==> src/rtl/serial_add_sequencer_pkg.sv <==
// Shared types and constants for the serial multi-byte add/subtract engine.
// Holds the FSM encoding, the byte width and the index-width helper.
package serial_add_sequencer_pkg;

  localparam int BYTE_W     = 8;
  localparam int NBYTES_DEF = 4;

  typedef enum logic [1:0] {
    ST_IDLE = 2'd0,
    ST_RUN  = 2'd1,
    ST_DONE = 2'd2
  } state_e;

  // Width of a byte index able to address 0..n-1 (at least 1 bit).
  function automatic int idx_width(input int n);
    return (n <= 2) ? 1 : $clog2(n);
  endfunction

  localparam int IDX_W_DEF = idx_width(NBYTES_DEF);

endpackage

==> src/rtl/serial_add_sequencer_adder.sv <==
// Shared 8-bit ripple-carry adder used as the serial datapath.
// Ports: a_i, b_i, cin_i in; sum_o, cout_o out.
module serial_add_sequencer_adder
  import serial_add_sequencer_pkg::*;
(
  input  logic [BYTE_W-1:0] a_i,
  input  logic [BYTE_W-1:0] b_i,
  input  logic              cin_i,
  output logic [BYTE_W-1:0] sum_o,
  output logic              cout_o
);

  logic [BYTE_W:0] c;

  assign c[0] = cin_i;

  for (genvar i = 0; i < BYTE_W; i++) begin : g_fa
    assign sum_o[i] = a_i[i] ^ b_i[i] ^ c[i];
    assign c[i+1]   = (a_i[i] & b_i[i])
                    | (c[i] & (a_i[i] ^ b_i[i]));
  end

  assign cout_o = c[BYTE_W];

endmodule

==> src/rtl/serial_add_sequencer.sv <==
// Multi-byte add/subtract sequencer, one byte per cycle, LSB first.
// Ports: clk, rst_n, start, sub, a, b, cin in; busy, done, sum, cout, overflow out.
module serial_add_sequencer
  import serial_add_sequencer_pkg::*;
#(
  parameter int NBYTES = NBYTES_DEF
) (
  input  logic                     clk,
  input  logic                     rst_n,
  input  logic                     start,
  input  logic                     sub,
  input  logic [8*NBYTES-1:0]      a,
  input  logic [8*NBYTES-1:0]      b,
  input  logic                     cin,
  output logic                     busy,
  output logic                     done,
  output logic [8*NBYTES-1:0]      sum,
  output logic                     cout,
  output logic                     overflow
);

  localparam int W     = NBYTES * BYTE_W;
  localparam int IDX_W = idx_width(NBYTES);

  state_e            state_q;
  logic [W-1:0]      a_q;
  logic [W-1:0]      b_q;
  logic [W-1:0]      sum_q;
  logic [W-1:0]      sum_d;
  logic              sub_q;
  logic              carry_q;
  logic [IDX_W-1:0]  idx_q;
  logic              busy_q;
  logic              done_q;
  logic              cout_q;
  logic              ovf_q;

  logic [BYTE_W-1:0] add_a;
  logic [BYTE_W-1:0] add_b;
  logic [BYTE_W-1:0] add_s;
  logic              add_co;
  logic              last;
  logic              ovf_d;

  // Operands shift right each RUN cycle, so byte 0 always feeds the adder.
  assign add_a = a_q[BYTE_W-1:0];
  assign add_b = sub_q ? ~b_q[BYTE_W-1:0]
                       :  b_q[BYTE_W-1:0];
  assign last  = (idx_q == IDX_W'(NBYTES - 1));

  // Only meaningful on the last byte, where bit 7 is the result MSB.
  assign ovf_d = (add_a[BYTE_W-1] == add_b[BYTE_W-1])
              && (add_s[BYTE_W-1] != add_a[BYTE_W-1]);

  serial_add_sequencer_adder u_adder (
    .a_i    (add_a),
    .b_i    (add_b),
    .cin_i  (carry_q),
    .sum_o  (add_s),
    .cout_o (add_co)
  );

  always_comb begin
    sum_d = sum_q;
    sum_d[int'(idx_q) * BYTE_W +: BYTE_W] = add_s;
  end

  always_ff @(posedge clk or negedge rst_n) begin
    if (!rst_n) begin
      state_q <= ST_IDLE;
      a_q     <= '0;
      b_q     <= '0;
      sum_q   <= '0;
      sub_q   <= 1'b0;
      carry_q <= 1'b0;
      idx_q   <= '0;
      busy_q  <= 1'b0;
      done_q  <= 1'b0;
      cout_q  <= 1'b0;
      ovf_q   <= 1'b0;
    end else begin
      done_q <= 1'b0;
      unique case (state_q)
        ST_IDLE, ST_DONE: begin
          if (start) begin
            a_q     <= a;
            b_q     <= b;
            sub_q   <= sub;
            // Subtract is a + ~b + 1, so the +1 rides in on the carry.
            carry_q <= sub | cin;
            idx_q   <= '0;
            busy_q  <= 1'b1;
            state_q <= ST_RUN;
          end else begin
            state_q <= ST_IDLE;
          end
        end
        ST_RUN: begin
          a_q     <= a_q >> BYTE_W;
          b_q     <= b_q >> BYTE_W;
          sum_q   <= sum_d;
          carry_q <= add_co;
          cout_q  <= add_co;
          ovf_q   <= ovf_d;
          idx_q   <= idx_q + 1'b1;
          if (last) begin
            busy_q  <= 1'b0;
            done_q  <= 1'b1;
            state_q <= ST_DONE;
          end
        end
        default: state_q <= ST_IDLE;
      endcase
    end
  end

  assign busy     = busy_q;
  assign done     = done_q;
  assign sum      = sum_q;
  assign cout     = cout_q;
  assign overflow = ovf_q;

endmodule

==> config.mk <==
export PLATFORM = sky130hd
export DESIGN_NAME = serial_add_sequencer
export DESIGN_NICKNAME = d
export VERILOG_FILES = /design/src/rtl/serial_add_sequencer_pkg.sv /design/src/rtl/serial_add_sequencer_adder.sv /design/src/rtl/serial_add_sequencer.sv
export SDC_FILE = /design/constraint.sdc
export NUM_CORES = 1
export LEC_CHECK = 0
export ABC_AREA = 1
export CAP_MARGIN = 10
export CORE_AREA = 10 10 138 140
export DETAILED_ROUTE_END_ITERATION = 8
export DIE_AREA = 0 0 148 150
export HOLD_SLACK_MARGIN = 0.12
export REMOVE_ABC_BUFFERS = 1
export SYNTH_ARGS = -nofsm -noshare
export SYNTH_HDL_FRONTEND = slang
export SYNTH_HIERARCHICAL = 1
export SYNTH_SLANG_ARGS = --single-unit
==> constraint.sdc <==
create_clock -name clk -period 5 [get_ports clk]
set_input_delay 1.5 -clock clk [delete_from_list [all_inputs] [get_ports clk]]
set_output_delay 1.5 -clock clk [all_outputs]
set_load 0.02 [all_outputs]
# Yosys cells after proc, flatten, opt, wreduce, memory -nomap -nowiden
# Index checks and enable logic that the tools add are counted.
# W data, S select, Z words.
# classes
add_sub_neg	2
n_eq_ne	7
mux	18
shifts	2
reduce_logical	7
bitwise_logic	42
# ops
op	n
$pmux W32 S2	2
$mux W32	2
$neg A5 Y33	1
$shift A8 B33 Y32 const A	1
$shiftx A8 B33 Y32	1
$bwmux W32	1
$and A1 B1 Y1	16
$xor A1 B1 Y1	16
$or A1 B1 Y1	9
$mux W8	1
$not A8 Y8	1
$pmux W2 S2	2
$mux W1	6
$eq A2 B2 Y1 const B	2
$mux W2	2
$ne A2 B2 Y1 const B	2
$pmux W1 S2	2
$reduce_and A2 Y1	2
$reduce_and A3 Y1	1
$add A2 B1 Y2 const B	1
$eq A2 B1 Y1 const B	1
$logic_not A2 Y1	1
$reduce_bool A2 Y1	1
$reduce_or A2 Y1	1
other kinds (3)	3
# totals
in_bits	69
elab_cells	89
register_bits	106

# Depth between registers and ports, before layout
# Gate-level depths: netlist of run 1.
# logic_depth
ltp_word	20
mapped_depth	19

# Cells and area by module
# The synthesis of run 1 kept the hierarchy.
# by_module_without_submodules
module	cells_per_inst	seq_area_each_um2	area_per_inst_um2	instances
serial_add_sequencer	546	2652.5	4599.4	1
serial_add_sequencer_adder	18	0.0	197.7	1

# Least setup slack after synthesis of run 1
# OpenSTA, ideal clock, no wires.
# synth_timing
kind	reg2reg
from	register sub_q
to	register ovf_q (netlist: overflow)
required_ps	4883
path_stages_with_launch	20
n_path_buf	1
arrival_time_ps	4039
slack_ps	843
setup_ps	117
period_less_slack_ps	4157
path_cell_list	dfrtp_1 > buf_2 > xor2_1 > fa_1 > inv_1 > fa_1 > inv_1 > fa_1 > fa_1 > fa_1 > fa_1 > fa_1 > inv_1 > fa_1 > inv_1 > inv_1 > nand2_1 > nand3_1 > nand3_1 > nand2_1
# synth_via
elab_chain_len	19
word_cells_on_any_way	34
# synth_rtl
element	line_no	rtl
start: declaration	serial_add_sequencer.sv:30	logic sub_q;
start signal: assignment	serial_add_sequencer.sv:88	sub_q <= sub;
$mux W8 (*)	serial_add_sequencer.sv:47	assign add_b = sub_q ? ~b_q[BYTE_W-1:0]
named net add_b[0]	serial_add_sequencer.sv:39	logic [BYTE_W-1:0] add_b;
$xor A1 B1 Y1	serial_add_sequencer_adder.sv:20	| (c[i] & (a_i[i] ^ b_i[i]));
$and A1 B1 Y1	serial_add_sequencer_adder.sv:20	
$or A1 B1 Y1 (*)	serial_add_sequencer_adder.sv:20	
$and A1 B1 Y1 (*)	serial_add_sequencer_adder.sv:20	
$or A1 B1 Y1 (*)	serial_add_sequencer_adder.sv:20	
$and A1 B1 Y1 (*)	serial_add_sequencer_adder.sv:20	
(+5 left out)	--	
$and A1 B1 Y1 (*)	serial_add_sequencer_adder.sv:20	
$or A1 B1 Y1 (*)	serial_add_sequencer_adder.sv:20	
$and A1 B1 Y1 (*)	serial_add_sequencer_adder.sv:20	
$or A1 B1 Y1 (*)	serial_add_sequencer_adder.sv:20	
$xor A1 B1 Y1 (*)	serial_add_sequencer_adder.sv:18	assign sum_o[i] = a_i[i] ^ b_i[i] ^ c[i];
named net add_s[7]	serial_add_sequencer.sv:40	logic [BYTE_W-1:0] add_s;
$ne A1 B1 Y1 (*)	serial_add_sequencer.sv:53	&& (add_s[BYTE_W-1] != add_a[BYTE_W-1]);
$logic_and A1 B1 Y1 (*)	serial_add_sequencer.sv:53	
end signal: assignment	serial_add_sequencer.sv:104	ovf_q <= ovf_d;
end: declaration	serial_add_sequencer.sv:36	logic ovf_q;
# The timed path passes the listed nets; every way through them passes the cells marked *.
# A chain may end at the register's enable or synchronous reset.

# Final worst setup path of run 1
# Same ends and word-level chain as after synthesis.

==> results of run 1 <==
==> flip-flops by register name, summed over array words and instances, names as in the netlist <==
register / cells
sum: 32
done: 1
a_q: 32
carry_q: 1
overflow: 1
state_q: 2
b_q: 32
busy: 1
sub_q: 1
idx_q: 2
cout: 1
==> metrics by stage <==
stage / instance area (um2) / instances / power, W / hold slack, ns / util
floorplan: 4660 / 544 / 0.00268 / 0.442 / -
global placement: 6020 / 873 / 0.00341 / 0.454 / 0.368
detailed placement: 6020 / 873 / 0.00345 / 0.458 / 0.368
CTS: 6300 / 886 / 0.00417 / 0.476 / 0.385
global route: 6300 / 886 / 0.00447 / 0.491 / 0.385
finish: 6300 / 886 / 0.00410 / 0.471 / 0.385
==> cell families after synthesis <==
family,Yosys count,share of synthesized area
AND/OR/NAND/NOR,360,0.307
flip-flops,106,0.553
buffers and inverters,55,0.0550
AO/OA/AOI/OAI,22,0.0235
adder cells (fa/ha/maj),14,0.0490
XOR/XNOR,7,0.0128
==> final cells by class <==
type | instances | area (um2) | share of cell area
multi-input cells | 403 | 1880 | 0.299
clock inverters | 3 | 42.5 | 0.00676
clock buffers | 10 | 239 | 0.0379
repair buffers | 109 | 1080 | 0.171
inverters | 35 | 131 | 0.0209
flip-flops and latches | 106 | 2650 | 0.421
well taps | 220 | 275 | 0.0437
==> worst paths after layout <==
check | startpoint | end | cells past startpoint
min in group asynchronous | rst_n | sum[25] | 1
worst max-delay path | sub_q | overflow | 18
worst min register to register | a_q[25] | a_q[25] | 2
worst min-delay path | a_q[25] | a_q[25] | 2
worst max register to register | sub_q | overflow | 18
max in group asynchronous | rst_n | b_q[18] | 2
==> per-layer routing <==
metal | part of all wire | vias to the layer above | track usage
met4 | 0.0091 | 0 | 0.0268
met2 | 0.45 | 92 | 0.183
met3 | 0.068 | 10 | 0.0438
li1 | - | 1936 | -
met5 | 0 | - | 0
met1 | 0.47 | 1738 | 0.146
==> power by group <==
group          internal, W  switching (W)
sequential         0.00121       0.000242
clock             0.000393       0.000314
combinational     0.000731        0.00121
total              0.00233        0.00177
==> cell usage after synthesis <==
master    count
nor2_1        8
nand2_4       2
o22ai_1       2
nor2_4        2
buf_6         6
nor2_8        1
dfrtp_1     106
ha_1          6
o21ai_1       1
buf_4         1
nand3_1      53
buf_1         1
nand2_2       3
xor2_1        7
clkbuf_1      5
fa_1          8
o21ai_0      19
inv_2         4
buf_2         7
nand2_1     291
inv_1        31
==> critical path, stage by stage (launching register included) <==
cell,delay [ns]
dfrtp_1,0.54
xor2_1,0.25
fa_1,0.40
inv_1,0.07
fa_1,0.17
inv_1,0.05
fa_1,0.37
fa_1,0.40
fa_1,0.39
fa_1,0.39
fa_1,0.36
inv_1,0.07
fa_1,0.40
inv_1,0.15
inv_1,0.07
nand2_1,0.06
nand3_1,0.07
nand3_1,0.08
nand2_1,0.06
==> qor.yml, run 1 <==
timing:
  finalMaxSlewViolations: 0
  setup_slack_ns: 0.556
  max-slew-margin-rel: 0.467
  fin_tns_setup_ns: 0
  rsz0062_at_grt: "no"
  worst-slew-pin-transition_ns: 0.800
  fin_skew_ns: 0.00692
  fin_crit_sh: 0.889
  fmax_mhz: 225
  hold_viol_final: 0
  setup_viol: 0
  period_minus_slack_ns: 4.44
finish:
  final_nets: 747
  diodes: 0
  final_cell_mix: "nand2_1 (291), dfrtp_1 (106), clkdlybuf4s50_1 (103)"
  n_fill_cell: 1766
  drive_gt1_frac: 0.0465
  syn2layout_area_growth_pct: 31.3
  final_common_cell: "nand2_1"
clocking:
  cts_made_buffers: 9
  cts_resized: 0
  post_cts_buffers: 0
  hold_buffers: 0
  cts.htree.levels: 3
  clock_latency_ns: 0.35
  clockBufferDepth: 2
  clkTransAtPathRegs_ns: 0.07
  clock-sinks: 106
  cts_root_buffer: "clkbuf_16"
  tritoncts: "yes"
detailed_routing:
  drt_iter0_drc: 246
  vias_per_cell: 4.26
  first_pass_iters: 4
  postRouteAntennaNets: 0
  wl_um: 12600
  wire_per_inst_um: 14.2
  vias: 3776
  drc_errors: 0
grt:
  grt_pass1_wl_um: 20500
  antenna_found_initial: 0
  grt_use_total: 0.116
  first_global_vias: 3912
  gr-total-overflow: 0
  grt_max_degree: 56
floorplanning:
  row_count: 47
  die_x_um: 148
  ios: 105
  core-area_um2: 16300
  die_h_um: 150
  start_util: 0.293
  dieArea_um2: 22200
synthesis:
  synth_top_area_cell: "dfrtp_1"
  synth_area_per_cell_um2: 8.51
  seq_area_frac_synth: 0.553
  yosys.area.top_type_share: 0.553
  synthCells: 564
  syn-cell-area_um2: 4800
  yosys_warnings: 6
  ys_ff_latch: 106
  synth_area_leaders: "dfrtp_1 (55%), nand2_1 (23%), nand3_1 (5.5%)"
  yosysUniqueCellTypes: 21
critical_path:
  critPathArrivalTime_ns: 4.69
  start_kind: "flip-flop"
  path_max_fanout: 10
  end_kind: "flip-flop"
  worstSetupPathType: "reg2reg"
  crit_required_ns: 5.24
  regToRegSetupSlack_ns: 0.56
power:
  p_per_area_nw_per_um2: 651
  power.leakage_nw: 3.08
  ir_drop_mv: 0.261
placement:
  preCtsSetupSlack_ns: 0.552
  gp_congestion: 0.775
  numPortBuffers: 104
  dp_hpwl_um: 9030
status:
  status: "finished clean"
min_path:
  min_path_type: "reg2reg"
flow_run:
  drv_cap: 0
(Power assumes the default switching activity.)
==> inputs of run 2 (changes only) <==
- CORE_AREA: 10 10 138 140 -> 10 10 108 110
- DIE_AREA: 0 0 148 150 -> 0 0 118 120
- PLACE_DENSITY: default -> 0.8
==> qor.yml, run 2 (synthesis gave the netlist of run 1 again) <==
clocking:
  cts_made_buffers: 9  # unchanged
  cts.htree.levels: 3  # unchanged
  post_cts_buffers: 0  # unchanged
  clockBufferDepth: 2  # unchanged
  hold_buffers: 0  # unchanged
  clkTransAtPathRegs_ns: 0.10  # +0.03 ns
  tritoncts: "yes"
  clock-sinks: 106  # unchanged
  cts_resized: 0  # unchanged
  clock_latency_ns: 0.36  # about the same
  cts_root_buffer: "clkbuf_8"
grt:
  first_global_vias: 3965  # +1.4%
  grt_use_total: 0.154  # +0.0384
  antenna_found_initial: 0  # unchanged
  grt_pass1_wl_um: 18600  # -9.7%
  gr-total-overflow: 0  # unchanged
  grt_max_degree: 79  # +41%
detailed_routing:
  drt_iter0_drc: 258  # +4.9%
  wire_per_inst_um: 13.5  # -4.4%
  vias: 3859  # +2.2%
  vias_per_cell: 4.84  # +13%
  postRouteAntennaNets: 0  # unchanged
  wl_um: 10800  # -14%
  first_pass_iters: 4  # unchanged
  drc_errors: 0  # unchanged
finish:
  final_common_cell: "nand2_1"
  seq_area_um2: 2650  # unchanged
  final_nets: 743  # -0.54%
  instances_no_fill: 798  # -9.9%
  drive_gt1_frac: 0.0451  # -0.00143
  syn2layout_area_growth_pct: 26.8
  final_cell_mix: "nand2_1 (291), dfrtp_1 (106), clkdlybuf4s50_1 (103)"
  diodes: 0  # unchanged
  n_fill_cell: 799  # -55%
  multi_input_area_um2: 1880  # unchanged
critical_path:
  start_kind: "flip-flop"
  crit_required_ns: 5.26  # +0.02 ns
  path_max_fanout: 10  # unchanged
  worstSetupPathType: "reg2reg"
  critPathArrivalTime_ns: 4.75  # +0.06 ns
  end_kind: "flip-flop"
floorplanning:
  ios: 105  # unchanged
  start_util: 0.502  # +0.209
  die_h_um: 120  # -20%
  die_x_um: 118  # -20%
  row_count: 36  # -23%
  core-area_um2: 9550  # -42%
  dieArea_um2: 14200  # -36%
power:
  p_per_area_nw_per_um2: 638  # -2.0%
  power.leakage_nw: 3.04  # -1.6%
  total_power_w: 0.00388  # -5.3%
  ir_drop_mv: 0.331  # +27%
placement:
  dp.cells: 782  # -10%
  gp_congestion: 0.813  # +4.9%
  dp_hpwl_um: 7940  # -12%
  numPortBuffers: 104  # unchanged
timing:
  hold_viol_final: 0  # unchanged
  setup_viol: 0  # unchanged
  fin_tns_setup_ns: 0  # unchanged
  whs_ns: 0.481  # +0.0103 ns
  worst-slew-pin-transition_ns: 1.05  # +0.248 ns
  fin_skew_ns: 0.00933  # +0.00241 ns
  finalMaxSlewViolations: 0  # unchanged
  period_minus_slack_ns: 4.49  # +0.0459 ns
  fmax_mhz: 223  # -1.0%
  fin_crit_sh: 0.898  # +0.00918
  max-slew-margin-rel: 0.302  # -0.165
  rsz0062_at_grt: "no"
status:
  status: "finished clean"
min_path:
  min_path_type: "reg2reg"
flow_run:
  drv_cap: 0  # unchanged
## run 2: changes by cell type in the layout (fill, tap and decap cells not counted), sizes merged
cell / delta
buf: -4
inv: +4
clkbuf: -1
clkinv: +1
clkinvlp: -1
## run 2: routing by layer
| metal | share of wire | GRT usage |
|---|---|---|
| met3 | 0.067 | 0.0553 |
| met1 | 0.46 | 0.194 |
| met2 | 0.47 | 0.248 |
| met4 | 0.012 | 0.0371 |
| met5 | 0 | 0 |
## run 2: where the power goes
group	total [W]	internal, W	switching, W
sequential	0.00144	0.00121	0.000238
clock	0.000550	0.000242	0.000307
combinational	0.00189	0.000724	0.00117
## run 2: stage by stage
stage	util	setup WS [ns]	cell area [um2]
floorplan	-	0.830	4660
global placement	0.615	0.650	5880
detailed placement	0.615	0.517	5880
CTS	0.637	0.500	6080
global route	0.637	0.231	6080
finish	0.637	0.510	6080
## run 2: cell type report
| cell class | count | share of cell area |
|---|---|---|
| clock buffers | 9 | 0.0204 |
| clock inverters | 7 | 0.0138 |
| inverters | 35 | 0.0216 |
| multi-input cells | 403 | 0.309 |
| flip-flops and latches | 106 | 0.436 |
| well taps | 133 | 0.0273 |
| repair buffers | 105 | 0.172 |
## run 2: path summary, 6_finish.rpt
path	startpoint	end	slack, ns	depth (start not counted)
setup / recovery	sub_q	overflow	0.51	18
hold / removal	b_q[30]	b_q[30]	0.48	2
setup reg to reg	sub_q	overflow	0.51	18
hold reg to reg	b_q[30]	b_q[30]	0.48	2
max in group asynchronous	rst_n	sum[15]	2.79	2
min in group asynchronous	rst_n	b_q[11]	1.28	1
## run 2: worst max-delay path, cell delays in order, from the launching register on
cell	delay, ns
dfrtp_1	0.54
xor2_1	0.24
fa_1	0.40
inv_1	0.08
fa_1	0.17
inv_1	0.06
fa_1	0.39
fa_1	0.39
fa_1	0.39
fa_1	0.39
fa_1	0.37
inv_1	0.08
fa_1	0.41
inv_1	0.16
inv_1	0.06
nand2_1	0.06
nand3_1	0.07
nand3_1	0.08
nand2_1	0.06
==> RTL edit (settings of run 2) <==
Encoding of `state_e`: now one-hot (3 bits for 3 states).
--- a/src/rtl/serial_add_sequencer_pkg.sv
+++ b/src/rtl/serial_add_sequencer_pkg.sv
@@ -5,10 +5,10 @@
   localparam int BYTE_W     = 8;
   localparam int NBYTES_DEF = 4;
 
-  typedef enum logic [1:0] {
-    ST_IDLE = 2'd0,
-    ST_RUN  = 2'd1,
-    ST_DONE = 2'd2
+  typedef enum logic [2:0] {
+    ST_IDLE = 3'b001,
+    ST_RUN  = 3'b010,
+    ST_DONE = 3'b100
   } state_e;
 
   // Width of a byte index able to address 0..n-1 (at least 1 bit).
Check against the original RTL: no difference found for any inputs over 10 cycles, from zero or initial values and one cycle with rst_n low; not proved beyond that.
==> RTL edit against run 2 <==
Sequential cell count rose by 1; worst setup slack better by 0.016 ns; total power fell by 0.27%; final cell count rose by 14%; routed wire length up 21%; synthesized area up 13%; design area increased by 9.7%; critical path type unchanged; largest power group unchanged.
==> RTL edit: results (changes against run 2) <==
- #MultiIn Comb: 511 (+27%)
- Post-synthesis adder-cell area fraction: 0.0433 (-0.00577)
- Fin Hold WS: 0.492 ns (+0.0105 ns)
- Design area: 6680 sq um (+9.7%)
- CTS max path bufs: 2 (unchanged)
- R2R Setup Slk: 0.53 ns (+0.02 ns)
- Worst slew pin tran: 0.968 ns (-0.0795 ns)
- Layout Skew: 0.0120 ns (+0.00268 ns)
- Bufs w/o clock: 109 (+3.8%)
- Clk tree area frac: 0.0292 (-0.00489)
- First-pass GRT wire length: 22300 um (+20%)
- Compound-Gate Fraction of Synth Area: 0.0175 (-0.00598)
- Total Routed Length: 13100 um (+21%)
- Register area: 2680 sq um (+1.0%)
- Fill count: 812 (+1.6%)
- GP Congestion: 0.854 (+5.0%)
- GR Layer Usage met3: 0.0455 (-0.00985)
- DR vias: 4786 (+24%)
- Share of post-route cells with drive strength above 1: 0.0449 (-0.000241)
- P_leak: 0.00344 uW (+13%)
- Mean post-synth cell area: 7.79 sq um (-8.4%)
- DR WL met2: 6330 um (+26%)
- Reg2Reg Depth: 17 (-1)
- GR Layer Usage met2: 0.310 (+0.0615)
- Post-Synth XOR/XNOR Area: 0.0113 (-0.00150)
- Post-DP HPWL: 8930 um (+12%)
- Final core utilization: 0.699 (+0.0618)
- Clkbuf count: 12 (+3)
- Multiplexer share of the synthesized area: 0 (unchanged)
- Hold Path End: sum[28]$_DFFE_PN0P_
- Placed cell area: 6480 sq um (+10%)
- GR met1 Demand/Resource: 0.231 (+0.0365)
- Crit path arrival time: 4.78 ns (+0.03 ns)
- Synth warn: 6 (unchanged)
- Multi-input combinational area share: 0.362 (+0.0533)
- Placed cells: 897 (+15%)
- Status: complete, no violations
- Clock Pin Slew Worst Setup and Hold Paths: 0.10 ns (about the same)
- Minimum clock period: 4.47 ns (-0.0164 ns)
- Nonclk inv count: 37 (+5.7%)
- Synth area leaders: dfrtp_1 (49%), nand2_1 (20%), nand3_1 (15%)
- Peak supply drop: 248 uV (-25%)
- Num Clock Sinks: 107 (+0.94%)
- Place WS: 0.579 ns (+0.0623 ns)
- Capturing point of the worst reg2reg path: sum[15]$_DFFE_PN0P_
- Most frequent cells after synthesis: nand2_1 (286), nand3_1 (168), dfrtp_1 (106)
- Sequential share of the synthesized area: 0.493 (-0.0602)
- Drt pass-1 iters: 5 (+1)
- DRT met1 WL: 5700 um (+16%)
- Non-Clock Buffer Area Fraction: 0.161 (-0.0107)
- Min-Delay Path Class: reg2reg
- Hold path start: sum[28]$_DFFE_PN0P_
- Routed wl met3: 805 um (+10%)
- # nets final: 858 (+15%)
- Final std cells w/o fill: 913 (+14%)
- Hold Crit Depth: 2 (unchanged)
- Overall global routing resource usage: 0.186 (+0.0317)
- DR iter-0 viols: 354 (+37%)
[RTL edit: cell count changes in the layout (fill, tap and decap cells not counted), sizes merged]
cell / before / now
nand3: 53 / 169
nand2: 296 / 287
buf: 2 / 6
clkbuf: 9 / 12
clkinvlp: 0 / 2
inv: 39 / 37
nor2: 11 / 13
o22ai: 2 / 0
or2: 0 / 2
clkinv: 2 / 1
dfstp: 0 / 1
o21ai: 20 / 19
[RTL edit: report_power, final]
| group | leakage [uW] | internal (uW) | total (uW) | switching (uW) |
|---|---|---|---|---|
| Sequential | 0.00134 | 1190 | 1410 | 219 |
| Combinational | 0.00201 | 691 | 1930 | 1230 |
| Clock | 0.0000926 | 245 | 535 | 290 |
| Total | 0.00344 | 2130 | 3870 | 1740 |
[RTL edit: critical path, delay by kind of cell (launching register included)]
family	cells	cell delay, ns
xor+xnor	1	0.24
buf+inv	5	0.44
fa+ha+maj	8	2.94
simple gates	3	0.25
flops	1	0.55
